[config.mk]
export PLATFORM = sky130hd
export DESIGN_NAME = ab_4_bit
export DESIGN_NICKNAME = d
export VERILOG_FILES = /design/src/rtl/ab_4_bit.sv
export SDC_FILE = /design/constraint.sdc
export NUM_CORES = 1
export LEC_CHECK = 0
export ABC_AREA = 1
export BUFFER_PORTS_ARGS = -buffer_cell sky130_fd_sc_hd__buf_2
export CAP_MARGIN = 20
export CORE_AREA = 4 4 41 43
export CTS_BUF_LIST = sky130_fd_sc_hd__clkbuf_8
export CTS_CLUSTER_SIZE = 20
export DETAILED_ROUTE_END_ITERATION = 16
export DIE_AREA = 0 0 45 47
export SYNTH_ARGS = -nofsm -noshare
export SYNTH_HDL_FRONTEND = slang
export SYNTH_SLANG_ARGS = --single-unit
[constraint.sdc]
create_clock -name clk -period 0.8 [get_ports clk]
set_input_delay 0.12 -clock clk [delete_from_list [all_inputs] [get_ports clk]]
set_output_delay 0.12 -clock clk [all_outputs]
set_load 0.005 [all_outputs]
[src/rtl/ab_4_bit.sv]
// Registered 2-bit magnitude comparator, A={a,b} vs B={c,d}, relation chosen by mode; AB_4_BIT_TRUE_CNT_EN adds true_cnt.
// Latency: 1 cycle from input sample to s; s_chg pulses in the cycle the new s is first visible.
// Backpressure: none, inputs are evaluated and captured on every rising clk edge.
module ab_4_bit #(
    parameter int CNT_W = 8
) (
    input  logic             clk,
    input  logic             rst_n,
    input  logic             a,
    input  logic             b,
    input  logic             c,
    input  logic             d,
    input  logic [1:0]       mode,
    output logic             s,
    output logic             s_chg
`ifdef AB_4_BIT_TRUE_CNT_EN
    ,
    output logic [CNT_W-1:0] true_cnt
`endif
);

    logic [1:0] op_a;
    logic [1:0] op_b;
    logic       gt;
    logic       eq;
    logic       lt;
    logic       rel_nxt;

    assign op_a = {a, b};
    assign op_b = {c, d};
    assign gt   = op_a > op_b;
    assign eq   = op_a == op_b;
    assign lt   = op_a < op_b;

    // AND-OR select rather than if/case so an unknown mode or operand stays X
    assign rel_nxt = (~mode[1] & ~mode[0] & gt)
                   | (~mode[1] &  mode[0] & eq)
                   | ( mode[1] & ~mode[0] & lt)
                   | ( mode[1] &  mode[0] & (gt | eq));

    always_ff @(posedge clk or negedge rst_n) begin
        if (!rst_n) begin
            s     <= 1'b0;
            s_chg <= 1'b0;
        end else begin
            s     <= rel_nxt;
            s_chg <= rel_nxt ^ s;
        end
    end

`ifdef AB_4_BIT_TRUE_CNT_EN
    logic cnt_inc;

    // Saturating: the increment is masked once every bit is set
    assign cnt_inc = rel_nxt & ~(&true_cnt);

    always_ff @(posedge clk or negedge rst_n) begin
        if (!rst_n) begin
            true_cnt <= '0;
        end else begin
            true_cnt <= true_cnt + {{(CNT_W-1){1'b0}}, cnt_inc};
        end
    end
`endif

endmodule

==> results.md <==
- Outcome: finished with violations
- Violations in the final reports: negative setup slack
- Drt initial violations: 2
- Max-slew violations: 0
- Die area: about 2100 um2
- Minimum clock period: 813 ps
- Pleak: about 0.18 nW
- Synth-to-Final Area Change: 106%
- Worst-Margin Slew: about 110 ps
- RSZ-0062 raised after global routing: yes
- Post-Synthesis Net Count: 34
- Distinct cells, synth: 7
- Core area: between 1000 and 1500 um2
- Die width: around 45 um
- Crit start category: primary input
- Util after Layout: between 20% and 30%
- Internal: between 0.5 and 0.6 mW
- Clock Power Share: roughly three fifths
- TritonCTS clock tree: built
- Vias in the first global route: 186
- Mapped Area: between 150 and 200 um2
- Seq cells post-synth: 2
- Achievable Freq: 1.23 GHz
- Crit path DAT: approximately 910 ps
- Vias/cell: 3.49
- Worst Path Max Fanout: 3
- Fillers: approximately 150
- Worst Min Path Start: mode[0]
- Syn Area/Cell: around 6.7 um2
- Clock transition at path regs: approximately 30 ps
- Total CTS buffers: 3
- Drt pass-1 iters: 2
- Initial antenna violation count: 0
- Power, Total: 0.665 mW
- Final non-filler cell total: 53
- Final setup viols: 2
- Sequential cell fraction of total power: between 10% and 20%
- Clk_skew: between 0.07 and 0.08 ps
- First-pass GRT wire length: 579 um
- Min-Delay Path Depth: 3
- Slew headroom: 92.9%
- Drt drc: 0
- Mapped Cells: 24
- P per Cell Area: roughly 2000 nW/um2
- Clock sink count: 2
- # rows: 13
- Placed insts: 48
- Largest net degree at the start of global routing: 4
- WL/cell: ~6.7 um
- Fin nets: 50
- Yosys warnings: 0
- Flop-to-flop setup slack: around 80 ps
- Clk Latency, worst-skew pair: 210 ps
- Worst slack at placement: -338 ps
- MaxCap Viol Count: 0
- Seq/Total Area, Yosys: 31.0%
- H-tree depth: 1
- Port Buffers: 9
- Crit path kind: primary input to flop
- Hold Crit Class: primary input to flop
- Setup ws final: -13.3 ps
- Worst r2r src: s$_DFF_PN0_
- Max Root-Sink Buffers: 2
- WHS Endpoint: s$_DFF_PN0_
- Ant. Diodes: 0
- Sw Pwr: approximately 0.15 mW
- Routed Antenna Nets: 0
- CP required: 890 ps
- Gpl congestion: 0.682
- Root Driver: clkbuf_8
- All-Layer GR Usage: under 10%
- Drt total wl: roughly 350 um
- Worst Setup End Kind: flop
- Final hold vios: 0
- Combinational power share: approximately 23%
- Hold_ws: between 150 and 200 ps
- RR Endpoint: s_chg$_DFF_PN0_
- Switching Share: between 20 and 25%
- Placed cell area: around 250 um2
- Max VDD drop: about 280 uV
- Final TNS setup: -21.1 ps
- Initial core utilization: roughly 12%
- Vias: between 150 and 200
- Grt total ovfl: 0
- Share of cells above drive strength 1: 55.3%
- IO Pins: 10
- Post-DP HPWL: approximately 300 um
- Leading cell types in the layout, fill and taps excluded: 7 x nand2_1, 7 x buf_2, 5 x inv_1, 5 x nand2_2, 3 x clkbuf_8
- Crit share post-route: 102%
- Cells on worst reg2reg path: 3
- Die height: 47 um
- Final Cell Area: roughly 330 um2
## layer usage
metal	wire (um)	vias to the layer above	GRT usage, %
li1	-	98	-
met4	0	0	7.02
met2	192	8	6.50
met5	0	-	0
met1	129	79	3.63
met3	32	0	1.15
## worst max-delay path: stages
cell and delay (ps):
buf_8 90, inv_12 30, ha_4 250, nand2_2 50
nand2_2 70, nand2_1 60, nand2_1 70, nand2_2 60
nand3_1 60, nand2_1 50
## cell families after synthesis
| kind of cell | after synthesis | share of synthesized area (%) |
|---|---|---|
| and+or+nand+nor | 13 | 34.1 |
| buffers and inverters | 6 | 14.0 |
| adders and majority gates | 2 | 15.5 |
| DFF | 2 | 31.0 |
| AOI/OAI and AO/OA | 1 | 5.43 |
## worst max-delay path by stage
stage / startpoint / to / slack [ps] / depth (start not counted)
finish: c / s_chg$_DFF_PN0_ / -10 / 10
global route: c / s_chg$_DFF_PN0_ / -90 / 11
CTS: c / s_chg$_DFF_PN0_ / -30 / 11
detailed placement: c / s_chg$_DFF_PN0_ / -340 / 11
global placement: c / s_chg$_DFF_PN0_ / -320 / 11
floorplan: c / s_chg$_DFF_PN0_ / -100 / 10
## Yosys cell counts
| cell type | n | share of area [%] |
|---|---|---|
| a21oi_2 | 1 | 5.4 |
| dfrtp_1 | 2 | 31 |
| ha_1 | 2 | 16 |
| inv_1 | 6 | 14 |
| nand2_1 | 10 | 23 |
| nand2_2 | 2 | 7.8 |
| nand3_1 | 1 | 3.1 |
## state kept, by name, indices dropped and copies added, names as in the netlist
signal  cells
s_chg       1
s           1
## layout make-up
type                       instances  area (um2)  area share [%]
multi-input combinational         16         109            32.7
sequential                         2        50.0            15.0
clock buffer                       3        41.3            12.4
timing repair buffer              11        78.8            23.7
inverter                           6        35.0            10.5
tap                               15        18.8            5.64
## power by group through the flow
stage / registers [mW] / logic (mW) / clock network (mW)
2_1_floorplan: 0.130 / 0.0715 / 0
3_3_place_gp: 0.127 / 0.124 / 0
3_5_place_dp: 0.128 / 0.128 / 0
4_1_cts: 0.124 / 0.153 / 0.401
5_1_grt: 0.125 / 0.175 / 0.415
6_report: 0.124 / 0.154 / 0.387
## what timing repair did
action                                 CTS  global route
buffers inserted                         1             0
pin swaps                                9             0
gates resized for setup                  4             2
setup endpoints to repair                3             3
hold buffers                             1             0
endpoints found under the hold margin    2             0
Note: power is estimated with default switching activity, not from simulation.
